$ cat config.mk
export PLATFORM = sky130hd
export DESIGN_NAME = mode_led_selector
export DESIGN_NICKNAME = d
export VERILOG_FILES = /design/src/rtl/mode_led_selector_pkg.sv /design/src/rtl/mode_led_selector_key_debounce.sv /design/src/rtl/mode_led_selector.sv
export SDC_FILE = /design/constraint.sdc
export NUM_CORES = 1
export LEC_CHECK = 0
export CAP_MARGIN = 20
export CORE_UTILIZATION = 30
export DETAILED_ROUTE_END_ITERATION = 8
export PLACE_DENSITY = 0.58
export SKIP_CTS_REPAIR_TIMING = 1
export SLEW_MARGIN = 20
export SYNTH_ARGS = -nofsm -noshare
export SYNTH_HDL_FRONTEND = slang
export SYNTH_HIERARCHICAL = 1
export SYNTH_SLANG_ARGS = --single-unit
$ cat constraint.sdc
create_clock -name clk -period 3.1 [get_ports clk]
set_clock_uncertainty 0.15 [all_clocks]
set_input_delay 0.31 -clock clk [delete_from_list [all_inputs] [get_ports clk]]
set_output_delay 0.31 -clock clk [all_outputs]
set_load 0.05 [all_outputs]
$ cat src/rtl/mode_led_selector_pkg.sv
// Shared definitions for the front-panel mode selector: debounce default,
// DDS waveform enumeration and the one-hot LED encoder.
package mode_led_selector_pkg;

    localparam int DEBOUNCE_DEFAULT = 1000000;
    localparam int MAX_MODES        = 16;

    typedef enum logic [1:0] {
        SINE     = 2'd0,
        SQUARE   = 2'd1,
        TRIANGLE = 2'd2,
        SAWTOOTH = 2'd3
    } dds_mode_e;

    // With msb_first set, mode 0 lights the highest LED of an n_modes-wide bar.
    function automatic logic [MAX_MODES-1:0] onehot(
        input logic [3:0] idx,
        input int         n_modes,
        input logic       msb_first
    );
        int pos;
        if (msb_first) begin
            pos = n_modes - 1 - int'(idx);
        end else begin
            pos = int'(idx);
        end
        return 16'd1 << pos;
    endfunction

endpackage

$ cat src/rtl/mode_led_selector_key_debounce.sv
// Synchronises and debounces one raw push-button and emits a one-cycle
// pulse for each accepted press (stable 0->1 transition).
module key_debounce #(
    parameter int DEBOUNCE_CYCLES = 1000000,
    parameter int CNT_W           = 20
) (
    input  logic clk,
    input  logic rst,
    input  logic key_raw,
    output logic key_stable,
    output logic press
);

    localparam logic [CNT_W-1:0] CNT_LAST = CNT_W'(DEBOUNCE_CYCLES - 1);

    logic             sync1_r;
    logic             sync2_r;
    logic             stable_r;
    logic             stable_d_r;
    logic             press_r;
    logic [CNT_W-1:0] cnt_r;

    // Synchroniser, debounce counter and press edge detector.
    always_ff @(posedge clk) begin
        if (rst) begin
            sync1_r    <= 1'b0;
            sync2_r    <= 1'b0;
            stable_r   <= 1'b0;
            stable_d_r <= 1'b0;
            press_r    <= 1'b0;
            cnt_r      <= {CNT_W{1'b0}};
        end else begin
            sync1_r    <= key_raw;
            sync2_r    <= sync1_r;
            stable_d_r <= stable_r;
            press_r    <= stable_r & ~stable_d_r;
            // Any sample matching the accepted level restarts the stability window.
            if (sync2_r == stable_r) begin
                cnt_r <= {CNT_W{1'b0}};
            end else if (cnt_r == CNT_LAST) begin
                stable_r <= sync2_r;
                cnt_r    <= {CNT_W{1'b0}};
            end else begin
                cnt_r <= cnt_r + CNT_W'(1);
            end
        end
    end

    assign key_stable = stable_r;
    assign press      = press_r;

endmodule

$ cat src/rtl/mode_led_selector.sv
// Front-panel mode selector: debounced next/prev keys plus a direct load
// path drive a registered mode index, one-hot LED bar and change strobe.
module mode_led_selector
    import mode_led_selector_pkg::*;
#(
    parameter int N_MODES         = 4,
    parameter int IDX_W           = 2,
    parameter int DEBOUNCE_CYCLES = DEBOUNCE_DEFAULT,
    parameter int CNT_W           = 20,
    parameter int WRAP            = 1,
    parameter int RESET_MODE      = 0,
    parameter int MSB_FIRST       = 1
) (
    input  logic               clk,
    input  logic               rst,
    input  logic               key_next,
    input  logic               key_prev,
    input  logic               load_en,
    input  logic [IDX_W-1:0]   load_idx,
    output logic [IDX_W-1:0]   mode_idx,
    output logic [N_MODES-1:0] led,
    output logic               mode_chg
);

    localparam logic [IDX_W:0]     N_EXT     = (IDX_W + 1)'(N_MODES);
    localparam logic [IDX_W:0]     LAST_EXT  = (IDX_W + 1)'(N_MODES - 1);
    localparam logic [IDX_W-1:0]   RESET_IDX = IDX_W'(RESET_MODE);
    localparam logic [N_MODES-1:0] RESET_LED =
        N_MODES'(onehot(4'(RESET_MODE), N_MODES, MSB_FIRST != 0));

    logic               next_press_s;
    logic               prev_press_s;
    logic [1:0]         keys_stable_unused_s;
    logic [IDX_W:0]     idx_ext_s;
    logic [IDX_W:0]     step_ext_s;
    logic [IDX_W-1:0]   next_idx_s;
    logic [N_MODES-1:0] led_next_s;
    logic               mode_chg_s;
    logic [IDX_W-1:0]   mode_idx_r;
    logic [N_MODES-1:0] led_r;
    logic               mode_chg_r;

    key_debounce #(
        .DEBOUNCE_CYCLES (DEBOUNCE_CYCLES),
        .CNT_W           (CNT_W)
    ) u_next (
        .clk        (clk),
        .rst        (rst),
        .key_raw    (key_next),
        .key_stable (keys_stable_unused_s[0]),
        .press      (next_press_s)
    );

    key_debounce #(
        .DEBOUNCE_CYCLES (DEBOUNCE_CYCLES),
        .CNT_W           (CNT_W)
    ) u_prev (
        .clk        (clk),
        .rst        (rst),
        .key_raw    (key_prev),
        .key_stable (keys_stable_unused_s[1]),
        .press      (prev_press_s)
    );

    // Next-index selection; the extra bit keeps non-power-of-two ranges in bounds.
    always_comb begin
        idx_ext_s  = {1'b0, mode_idx_r};
        step_ext_s = idx_ext_s;
        if (load_en) begin
            if ({1'b0, load_idx} < N_EXT) begin
                step_ext_s = {1'b0, load_idx};
            end else begin
                step_ext_s = idx_ext_s;
            end
        end else if (next_press_s && prev_press_s) begin
            step_ext_s = idx_ext_s;
        end else if (next_press_s) begin
            if (idx_ext_s == LAST_EXT) begin
                step_ext_s = (WRAP != 0) ? {(IDX_W + 1){1'b0}} : idx_ext_s;
            end else begin
                step_ext_s = idx_ext_s + (IDX_W + 1)'(1);
            end
        end else if (prev_press_s) begin
            if (idx_ext_s == {(IDX_W + 1){1'b0}}) begin
                step_ext_s = (WRAP != 0) ? LAST_EXT : idx_ext_s;
            end else begin
                step_ext_s = idx_ext_s - (IDX_W + 1)'(1);
            end
        end else begin
            step_ext_s = idx_ext_s;
        end
        next_idx_s = IDX_W'(step_ext_s);
        mode_chg_s = (next_idx_s != mode_idx_r);
    end

    assign led_next_s = N_MODES'(onehot(4'(next_idx_s), N_MODES, MSB_FIRST != 0));

    // Registered index, LED bar and change strobe all update on the same edge.
    always_ff @(posedge clk) begin
        if (rst) begin
            mode_idx_r <= RESET_IDX;
            led_r      <= RESET_LED;
            mode_chg_r <= 1'b0;
        end else begin
            mode_idx_r <= next_idx_s;
            led_r      <= led_next_s;
            mode_chg_r <= mode_chg_s;
        end
    end

    assign mode_idx = mode_idx_r;
    assign led      = led_r;
    assign mode_chg = mode_chg_r;

endmodule
==> results of run 1 <==
==> kinds of logic (layout without fill, tap and decap cells) <==
| kind of cell | Yosys count | in the layout | synth area share [%] |
|---|---|---|---|
| simple gates | 135 | 135 | 32.5 |
| fa+ha+maj | 3 | 3 | 1.42 |
| flops | 57 | 57 | 43.1 |
| compound gates | 16 | 16 | 5.44 |
| buf+inv | 15 | 39 | 2.51 |
| mux | 8 | 8 | 3.03 |
| xor+xnor | 36 | 36 | 11.9 |
==> worst reg2reg max path: stages (launching register included) <==
cell and delay, ns:
sky130_fd_sc_hd__dfxtp_1 0.48, sky130_fd_sc_hd__ha_1 0.32, sky130_fd_sc_hd__or3b_1 0.40, sky130_fd_sc_hd__a41oi_2 0.22, sky130_fd_sc_hd__a21oi_2 0.09, sky130_fd_sc_hd__nor3b_1 0.16
==> placed cells by master, fill, tap and decap left out, types with 2 or more instances in the layout <==
master	instances
sky130_fd_sc_hd__nand3_4	2
sky130_fd_sc_hd__nor3_1	10
sky130_fd_sc_hd__or3b_1	2
sky130_fd_sc_hd__a2111oi_2	2
sky130_fd_sc_hd__nand2b_1	4
sky130_fd_sc_hd__nor2_1	49
sky130_fd_sc_hd__mux2i_1	8
sky130_fd_sc_hd__nor4_2	4
sky130_fd_sc_hd__clkdlybuf4s50_1	13
sky130_fd_sc_hd__and3_4	2
sky130_fd_sc_hd__nor4b_1	2
sky130_fd_sc_hd__nand4_2	2
sky130_fd_sc_hd__nand2b_2	2
sky130_fd_sc_hd__xor2_1	8
sky130_fd_sc_hd__ha_1	3
sky130_fd_sc_hd__nor4_4	2
sky130_fd_sc_hd__dfxtp_1	57
sky130_fd_sc_hd__clkinv_2	3
sky130_fd_sc_hd__xnor2_1	28
sky130_fd_sc_hd__clkbuf_8	10
sky130_fd_sc_hd__inv_1	12
sky130_fd_sc_hd__a31o_2	2
sky130_fd_sc_hd__a21oi_1	3
sky130_fd_sc_hd__nand4_4	4
sky130_fd_sc_hd__nor4_1	10
sky130_fd_sc_hd__nand2_1	12
sky130_fd_sc_hd__nand3_1	11
sky130_fd_sc_hd__nor2b_1	5
sky130_fd_sc_hd__nand4_1	6
sky130_fd_sc_hd__and4b_1	2
==> worst min-delay path by stage <==
stage / start / endpoint / slack (ns)
finish: u_next/stable_d_r$_SDFF_PP0_ / u_next/press$_SDFF_PP0_ / 0.23
global route: u_prev/stable_d_r$_SDFF_PP0_ / u_prev/press$_SDFF_PP0_ / 0.24
CTS: u_next/stable_d_r$_SDFF_PP0_ / u_next/press$_SDFF_PP0_ / 0.23
detailed placement: u_prev/stable_d_r$_SDFF_PP0_ / u_prev/press$_SDFF_PP0_ / 0.23
global placement: u_prev/stable_d_r$_SDFF_PP0_ / u_prev/press$_SDFF_PP0_ / 0.23
floorplan: u_next/stable_d_r$_SDFF_PP0_ / u_next/press$_SDFF_PP0_ / 0.22
==> state kept, by name, indices dropped and copies added, names as in the netlist <==
name,cells
u_next/sync2_r,1
u_prev/stable_d_r,1
u_next/sync1_r,1
led,4
u_prev/cnt_r,20
u_next/stable_d_r,1
mode_idx,2
u_next/cnt_r,20
u_prev/key_stable,1
u_next/key_stable,1
u_prev/sync1_r,1
u_next/press,1
mode_chg,1
u_prev/sync2_r,1
u_prev/press,1
==> per-stage QoR <==
| step | std cells | hold slack (ns) | worst slack (ns) |
|---|---|---|---|
| 4_1_cts | 399 | 0.234 | 0.952 |
| 2_1_floorplan | 270 | 0.218 | 0.942 |
| 3_5_place_dp | 385 | 0.230 | 0.907 |
| 3_3_place_gp | 385 | 0.225 | 0.939 |
| 6_report | 399 | 0.232 | 0.972 |
| 5_1_grt | 399 | 0.245 | 0.899 |
==> layout make-up <==
class | count | area (sq um)
fill | 858 | 5310
tap | 105 | 131
clock buffer | 10 | 138
multi-input combinational | 198 | 1440
timing repair buffer | 13 | 130
clock inverter | 4 | 45.0
inverter | 12 | 45.0
sequential | 57 | 1140
==> per-layer routing <==
| layer | wire (um) | vias up | track usage, % | part of all wire (%) |
|---|---|---|---|---|
| li1 | - | 990 | - | - |
| met1 | 2300 | 885 | 14.9 | 50 |
| met2 | 2120 | 15 | 17.2 | 46 |
| met3 | 151 | 4 | 4.90 | 3.3 |
| met4 | 45 | 0 | 4.98 | 0.97 |
| met5 | 0 | - | 0 | 0 |
==> power by group <==
group / leakage, nW / internal [mW] / switching [mW] / total, mW
logic: 0.432 / 0.0288 / 0.0394 / 0.0683
clock network: 0.0978 / 0.379 / 0.277 / 0.656
registers: 0.461 / 0.741 / 0.00569 / 0.746
==> metrics list, run 1 <==
- For the worst setup path, the data arrival time is 1.67 ns.
- Across the VDD grid, the largest voltage drop is 0.357 mV.
- After detailed placement, the total cell area comes to 2890 sq um.
* TritonCTS clock tree: done
- Count of warnings emitted by yosys: 6
* Syn_area_per_cell: 9.80 sq um
- The final route contains 1894 vias.
- Buffers inserted during clock tree synthesis total 9.
- The share of synthesized area in the top cell type comes to 43.1%.
* Worst reg2reg path endpoint: led[2]$_SDFF_PP0_
* Die footprint: 9200 sq um
- Max-cap viol count: 0
- The startpoint identified for the worst register-to-register timing path is mode_idx[0]$_SDFF_PP0_.
* Critical path required time: 2.64 ns
- Via count normalized by instance count: 4.75
- After detailed routing, the number of remaining DRC violations is 0.
- In the finished design, the share of the clock period the worst path needs comes to 68.6%.
* Placeable core region: 8380 sq um
- After floorplanning, the core was divided into 33 placement rows.
* Number of endpoints failing setup at the final stage: 0
- Cell Pwr Density: 479 nW/um^2
- The H-tree was split into 3 levels.
- Yosys mapped the design onto 42 distinct sky130hd cell types.
- After clock tree synthesis, the clock-pin slew on the worst setup and hold paths is 0.06 ns.
* Crit start category: register
- In the final routed layout, each cell accounts on average for 11.6 um.
* Detail Route Antenna Nets: 0
* Overflow left after global routing: 0
- Share of cells above drive strength 1: 13.9%
- Minimum period implied by the final worst setup slack: 2.13 ns
* Setup TNS: 0 ns
* Number of enable-type register cells in the synthesized netlist: 0
- The number of antenna violations at the first check in global routing is 0.
- Walking the worst path, the cells encountered are clkdlybuf4s50_1.
- Overall power consumption after layout is estimated at 1.47 mW.
* GPL Wtd Cong: 0.767
* Count of TritonRoute iterations in the first routing pass: 4
- Hold Crit Depth: 1
* Top_reg_cell synth: sky130_fd_sc_hd__dfxtp_1
* Wire length of the first global-routing pass: 8.19 mm
- Global routing used 11.7% of the available tracks across all layers.
- Post-synthesis sequential area ratio: 43.1%
- For the worst-skew pair, the clock arrives at the later sink with an insertion delay of 0.33 ns.
* Max Slew Vio Count: 0
* Source of the critical timing path: mode_idx[0]$_SDFF_PP0_
- In this run the horizontal extent of the chip is 95.9 um.
- Max transition margin: 62.9%
* Starting DRT DRC Count: 56
* Unrepaired setup endpoints after global routing: no
- Count of pins on the block boundary: 14
- Biggest area contributors in the synthesized netlist: sky130_fd_sc_hd__dfxtp_1 43%, sky130_fd_sc_hd__xnor2_1 9.3%, sky130_fd_sc_hd__nor2_1 7.0%
* Category of the critical setup timing path: register to output pin
- Largest net degree at the start of global routing: 18
- Among all cell types in the netlist, the one instantiated most often is sky130_fd_sc_hd__dfxtp_1.
- Static power due to leakage: 0.991 nW
- The slowest stage of the critical path belongs to the cell sky130_fd_sc_hd__clkdlybuf4s50_1.
* HPWL after detailed placement: 3.12 mm
- For this configuration, the core starts out at a cell density of 31.6%.
- STA classifies the critical path endpoint as an output pin.
- Area added between synthesis and finish: 16.0%
- Quantity of I/O buffers inserted on ports: 13
- The clock drives 57 sinks.
* Synthesized cell area: 2650 sq um
- Count of inserted antenna diode cells: 0
* Final hold violations: 0
- Summed over all instances, the cell type with the most area after synthesis is sky130_fd_sc_hd__dfxtp_1.
* Leading post-synthesis cells by instance count: 57 x sky130_fd_sc_hd__dfxtp_1, 49 x sky130_fd_sc_hd__nor2_1, 28 x sky130_fd_sc_hd__xnor2_1
- At the pin with the least slew margin, the transition time is 0.555 ns.
* Worst path depth: 1
- Worst path bufs/invs: 1
- Counting along the longest clock path gives a buffer depth of 2.
- Path type of the worst min-delay path: register to register
* Synthesized Nets: 280
- Derived from the worst setup path, the maximum achievable clock frequency is 470 MHz.
- The via count of the first global-routing pass came to 1761.
- The number of cells on the worst reg-to-reg path is 5.
- The critical path ends at mode_idx[0].
- The final layout contains routed wiring with a total length of 4.62 mm.
- For this run, the post-layout net count is 301.
- Final Instance Area: 3070 sq um
* Post-Synthesis Cells: 270
* Result of the run: finished clean
- After synthesis, the share of flip-flops with an asynchronous set or reset is 0%.
* Worst-path maximum fanout: 7
- Chip height: 95.9 um
- Setup slack on the worst reg-to-reg path comes out at 1.15 ns.
- Synthesis inferred 57 register bits.
- Clock root buffer master: sky130_fd_sc_hd__clkbuf_8
* Family with the most delay on the worst path: buffers and inverters
- Worst path max stage delay: 0.86 ns
- Util after Layout: 36.6%
No activity file was read; power rests on OpenSTA's default activity.
==> run 2, diff against run 1 <==
- PLACE_DENSITY: 0.58 -> 0.59
- clock period: 3.1 -> 1.9 ns (I/O delays scaled with it)
==> metrics list, run 2 (synthesis gave the netlist of run 1 again) <==
* Slowest library cell on the worst path: sky130_fd_sc_hd__clkdlybuf4s50_1
* Path type of the worst min-delay path: register to register
* Critical path required time: 1.56 ns (-1.08 ns)
- Family with the most delay on the worst path: buffers and inverters
- The count of TritonRoute iterations in the first routing pass was 4 (unchanged).
- The number of antenna cells inserted was 0 (unchanged).
- The count of antenna-violating nets left after detailed routing is 0 (unchanged).
* Category of the critical setup timing path: register to output pin
- The library cell used most frequently in the layout, excluding fill and tap cells, is sky130_fd_sc_hd__dfxtp_1.
* Filler Cells Inserted: 842 (-1.9%)
- The multi-input combinational cell area is 1460 sq um (+1.8%).
* Number of antenna violations at the first check in global routing: 0 (unchanged)
* Via count normalized by instance count: 4.68 (-1.5%)
- Number of endpoints failing setup at the final stage: 0 (unchanged)
- The number of cell rows came to 33 (unchanged).
* Reg-to-reg setup timing slack: 0.08 ns (-1.07 ns)
* Final hold violations: 0 (unchanged)
- The worst hold slack after final layout came to 0.235 ns (+0.00264 ns).
- Reg area: 1150 sq um (+0.66%)
* HPWL after detailed placement: 3.30 mm (+5.9%)
- Chip height: 95.9 um (unchanged)
- Relative to the synthesized area, the layout overhead comes to 23.0%.
* Overflow left after global routing: 0 (unchanged)
* Termination of the worst setup path: mode_idx[1]
- The power density over cell area was 829 nW/um^2 (+73%).
- The net count of the finished layout was 313 (+4.0%).
- The count of vias placed by the detailed router was 1931 (+2.0%).
* Minimum period implied by the final worst setup slack: 1.83 ns
- The count of input and output buffers is 13 (unchanged).
- FF-to-FF path depth: 5 (unchanged)
* Sinks on the clock net: 57 (unchanged)
* Placeable core region: 8380 sq um (unchanged)
- Clock root buffer master: sky130_fd_sc_hd__clkbuf_8
- The number of H-tree branching levels came to 3 (unchanged).
* Starting DRT DRC Count: 70 (+25%)
- Based on the critical path, the design can be clocked at up to 546 MHz.
* Worst-margin pin slew: 0.502 ns (-0.0532 ns)
* Number of global-route vias before repair: 1776 (+0.85%)
- The number of CTS-inserted buffers is 9 (unchanged).
* Crit path DAT: 1.49 ns (-0.18 ns)
- Top library cells by usage in the layout, fill and taps aside: 55 x sky130_fd_sc_hd__dfxtp_1, 49 x sky130_fd_sc_hd__nor2_1, 28 x sky130_fd_sc_hd__xnor2_1
* DRT Wirelength: 4.72 mm (+2.1%)
- The total global-route track usage was 11.6% (-0.11 points).
- Critical-path cell list: clkdlybuf4s50_1
* Max transition margin: 66.5% (+3.6 points)
- GPL Wtd Cong: 0.768 (+0.16%)
- The startpoint identified for the worst register-to-register timing path is mode_idx[0]$_SDFF_PP0_.
- Post-detailed-route wirelength per cell: 11.4 um (-1.4%)
- The die span in x is 95.9 um (unchanged).
* Setup TNS: 0 ns (unchanged)
- Die footprint: 9200 sq um (unchanged)
- The critical path buffer and inverter count is 1 (unchanged).
- The flow ran to the end, and the final reports show no timing, DRC or antenna violations.
* Remaining design rule violation count: 0 (unchanged)
- The utilization after layout was 38.8% (+2.2 points).
- The starting utilization of the core area came to 31.6% (unchanged).
- Setup repair after global routing left no endpoint under its margin.
- The critical path depth in cells is 1 (unchanged).
- Source-to-sink clock delay at the later pin of the worst-skew pair: 0.32 ns (about the same)
- The critical path starts at mode_idx[1]$_SDFF_PP0_.
- The largest fanout on the critical path is 6 (-1).
- TritonCTS built the clock tree.
* Final Cycle Share: 96.5%
* Max Slew Vio Count: 0 (unchanged)
- The clock slew seen by the registers of the worst setup and hold paths is 0.06 ns (about the same).
- Peak supply drop: 0.356 mV (-0.38%)
- The number of top-level pins is 14 (unchanged).
* Worst reg2reg path endpoint: led[2]$_SDFF_PP0_
- The static leakage came to 1.12 nW (+13%).
- Crit start category: register
- Wire length of the first global-routing pass: 8.02 mm (-2.0%)
- Maximum buffer depth of the clock tree: 2 (unchanged)
- Worst path max stage delay: 0.80 ns (-0.06 ns)
* Largest net degree at the start of global routing: 17 (-1)
* Share of cells above drive strength 1: 18.5% (+4.6 points)
* Max-cap viol count: 0 (unchanged)
- Nature of the critical path endpoint: output pin
[run 2: cell types whose count changed in the layout (fill, tap and decap cells not counted), sizes merged]
cell,change
dlymetal6s2s,+1
clkdlybuf4s50,-1
buf,+12
bufinv,+2
[run 2: final cells by class]
cell class,instances,area share [%]
Multi-Input combinational cell,198,45.0
Sequential cell,57,35.3
Timing Repair Buffer,25,6.84
Clock buffer,10,4.23
Tap cell,105,4.04
Clock inverter,6,3.23
Inverter,12,1.38
[run 2: worst min-delay path by stage]
stage                                       startpoint                 endpoint  slack [ns]  cells after the start
after CTS                 u_prev/stable_d_r$_SDFF_PP0_  u_prev/press$_SDFF_PP0_        0.24                      1
after global placement    u_prev/stable_d_r$_SDFF_PP0_  u_prev/press$_SDFF_PP0_        0.22                      1
after global routing      u_next/stable_d_r$_SDFF_PP0_  u_next/press$_SDFF_PP0_        0.25                      1
final                     u_prev/stable_d_r$_SDFF_PP0_  u_prev/press$_SDFF_PP0_        0.23                      1
after floorplan                                    rst   mode_idx[0]$_SDFF_PP0_        0.10                      1
after detailed placement  u_next/stable_d_r$_SDFF_PP0_  u_next/press$_SDFF_PP0_        0.23                      1
[run 2: per-stage QoR]
step | worst slack (ns) | total power, mW | cell area, sq um | cells
4_1_cts | 0.0264 | 2.74 | 3230 | 413
2_1_floorplan | 0.0820 | 1.31 | 2650 | 270
3_3_place_gp | 0.0949 | 1.36 | 2980 | 397
3_5_place_dp | 0.0726 | 1.36 | 2980 | 397
6_report | 0.0671 | 2.70 | 3250 | 413
5_1_grt | 0.00138 | 2.80 | 3250 | 413
[run 2: layer usage]
metal	track usage (%)	up-vias	wire, um
met1	14.8	887	2450
met2	17.1	24	2050
li1	-	1014	-
met4	6.34	0	63
met3	3.79	6	148
met5	0	-	0
[run 2: power breakdown]
group / internal (mW) / switching (mW)
combinational: 0.0518 / 0.0652
sequential: 1.21 / 0.00869
clock: 0.900 / 0.464
==> run 3, diff against run 2 <==
- CORE_UTILIZATION: 30 -> 40
- CTS_CLUSTER_DIAMETER: not set -> 200
- PLACE_DENSITY: 0.59 -> 0.71
==> metrics list, run 3 (synthesis gave the netlist of run 1 again) <==
- The shortest period the worst path allows came to 1.81 ns (-0.0190 ns).
* Share of total power in combinational logic: 4.6% (+0.3 points)
- The die span in x was 83.3 um (-13%).
* Total power: 2.54 mW (-5.8%)
- Maximum buffer depth of the clock tree: 2 (unchanged)
- The number of top-level pins came to 14 (unchanged).
- The total negative slack is 0 ns (unchanged).
* Total vias in the final route: 1925 (-0.31%)
* Total number of H-tree levels: 3 (unchanged)
- The core outline area came to 6350 sq um (-24%).
* Final hold violations: 0 (unchanged)
- The sink count of the clock tree was 57 (unchanged).
* Total routing resource utilization after global routing: 15.0% (+3.4 points)
* Cell Pwr Density: 800 nW/um^2 (-3.5%)
- The path class of the tightest hold or removal check is register to register.
* Number of global-route vias before repair: 1915 (+7.8%)
* Final-stage net count: 311 (-0.64%)
- The count of TritonRoute iterations in the first routing pass was 4 (unchanged).
- Crit path DAT: 1.89 ns (+0.40 ns)
- TritonCTS built the clock tree.
- The overall routed net length is 4.64 mm (-1.6%).
* Clock network power share: 47.5% (-3.1 points)
* Share of cells above drive strength 1: 18.0% (-0.53 points)
- The switching share of total power came to 23.1% (+3.2 points).
* Crit start category: register
- The area enclosed by the die boundary was 6940 sq um (-25%).
- Final Cycle Share: 95.5% (-1.0 points)
- Starting DRT DRC Count: 43 (-39%)
- The starting utilization of the core area is 41.7% (+10 points).
- The total met3 wirelength after detailed routing came to 174 um (+18%).
* Switching power total: 0.588 mW (+9.4%)
- The post-route standard cell area excluding fillers was 3180 sq um (-2.4%).
- The final weighted congestion of routability-driven global placement came to 0.796 (+3.6%).
- Source-to-sink clock delay at the later pin of the worst-skew pair: 0.34 ns (+0.02 ns)
- The cell internal power dissipation was 1.95 mW (-9.5%).
- Post-detailed-route wirelength per cell: 12.1 um (+6.1%)
- Static power due to leakage: 1.10 nW (-1.3%)
- Clock root buffer master: sky130_fd_sc_hd__clkbuf_8
* Overflow left after global routing: 0 (unchanged)
* Achievable frequency: 551 MHz (+1.0%)
- Worst-path maximum fanout: 7 (+1)
* Critical path required time: 1.97 ns (+0.41 ns)
- The count of unresolved DRC violations after routing was 0 (unchanged).
- Setup slack of the critical path after layout: 0.0862 ns (+0.0190 ns)
- The detailed-route wire length on metal 1 is 2.32 mm (-5.4%).
* Max-cap viol count: 0 (unchanged)
- The post-detailed-placement cell area came to 2930 sq um (-1.7%).
- By startpoint and endpoint, the worst setup path is classified as register to register.
- Filler Cells Inserted: 593 (-30%)
- Met2 wire len: 2.10 mm (+2.1%)
* Top sig layer: met4
- The count of input and output buffers was 13 (unchanged).
- Portion of total power attributed to sequential cells: 47.8% (+2.7 points)
* Count of inserted antenna diode cells: 0 (unchanged)
- The peak supply drop is 0.411 mV (+16%).
- Number of core rows: 29 (-12%)
- The post-placement worst setup slack came to 0.0854 ns (+0.0129 ns).
* Detail Route Antenna Nets: 0 (unchanged)
- The number of CTS-inserted buffers is 9 (unchanged).
- The library cell used most frequently in the layout, excluding fill and tap cells, is sky130_fd_sc_hd__dfxtp_1.
- The run finished with clean final reports.
- The clock slew seen by the registers of the worst setup and hold paths is 0.07 ns (about the same).
- HPWL after detailed placement: 3.28 mm (-0.84%)
- The largest net degree at the start of global routing was 17 (unchanged).
- The library cells used most frequently in the layout, excluding fill and tap cells, are 55 x sky130_fd_sc_hd__dfxtp_1, 49 x sky130_fd_sc_hd__nor2_1, 28 x sky130_fd_sc_hd__xnor2_1, 12 x sky130_fd_sc_hd__inv_1, 12 x sky130_fd_sc_hd__nand2_1.
* Max transition margin: 66.0% (-0.44 points)
- The transition time at the pin with the least slew margin is 0.509 ns (+0.00664 ns).
- The count of final max-slew check failures is 0 (unchanged).
- The area growth from synthesis to layout is 20.1%.
- Number of endpoints failing setup at the final stage: 0 (unchanged)
- Via count normalized by instance count: 5.03 (+7.5%)
- Nature of the critical path endpoint: register
- The die height came to 83.3 um (-13%).
- The worst hold slack after final layout came to 0.245 ns (+0.00961 ns).
- Wire length of the first global-routing pass: 8.45 mm (+5.3%)
- Unrepaired setup endpoints after global routing: no
- The number of antenna violations at the first check in global routing was 0 (unchanged).
## run 3: changes by cell type in the layout (fill, tap and decap cells not counted), sizes merged
cell / delta
buf: -2
inv: +1
clkinvlp: +1
clkdlybuf4s50: -1
bufinv: -2
dlymetal6s2s: +1
## run 3: layout make-up
| class | instances | area (sq um) | share of cell area [%] |
|---|---|---|---|
| multi-input combinational | 198 | 1460 | 45.8 |
| sequential | 57 | 1150 | 36.2 |
| timing repair buffer | 23 | 210 | 6.62 |
| clock buffer | 10 | 149 | 4.69 |
| tap | 77 | 96.3 | 3.03 |
| clock inverter | 6 | 72.6 | 2.28 |
| inverter | 12 | 45.0 | 1.42 |
## run 3: metal layers
metal | track usage, % | vias to the layer above
met5 | 0 | -
met3 | 4.97 | 8
met1 | 19.1 | 883
li1 | - | 1010
met4 | 5.64 | 0
met2 | 23.5 | 24
## run 3: per-stage QoR
step,utilization [%],instances
3_3_place_gp,46.2,367
5_1_grt,50.0,383
2_1_floorplan,-,270
4_1_cts,49.7,383
3_5_place_dp,46.2,367
6_report,50.0,383
## run 3: final timing paths
kind	slack, ns	cells after the start	endpoint	from
worst max-delay path	0.09	5	led[2]$_SDFF_PP0_	mode_idx[0]$_SDFF_PP0_
worst min register to register	0.24	1	u_prev/press$_SDFF_PP0_	u_prev/stable_d_r$_SDFF_PP0_
worst max register to register	0.09	5	led[2]$_SDFF_PP0_	mode_idx[0]$_SDFF_PP0_
worst min-delay path	0.24	1	u_prev/press$_SDFF_PP0_	u_prev/stable_d_r$_SDFF_PP0_
## run 3: power by group through the flow
stage	combinational, mW	clock [mW]	sequential [mW]
2_1_floorplan	0.0416	0	1.27
3_3_place_gp	0.117	0	1.24
3_5_place_dp	0.119	0	1.24
4_1_cts	0.119	1.25	1.21
5_1_grt	0.127	1.31	1.22
6_report	0.118	1.21	1.22
## run 3: worst max-delay path, stage by stage, from the launching register on
cell and delay [ns]:
sky130_fd_sc_hd__dfxtp_4 0.37, sky130_fd_sc_hd__ha_1 0.33, sky130_fd_sc_hd__or3b_1 0.40, sky130_fd_sc_hd__a41oi_2 0.21
sky130_fd_sc_hd__a21oi_2 0.09, sky130_fd_sc_hd__nor3b_1 0.16
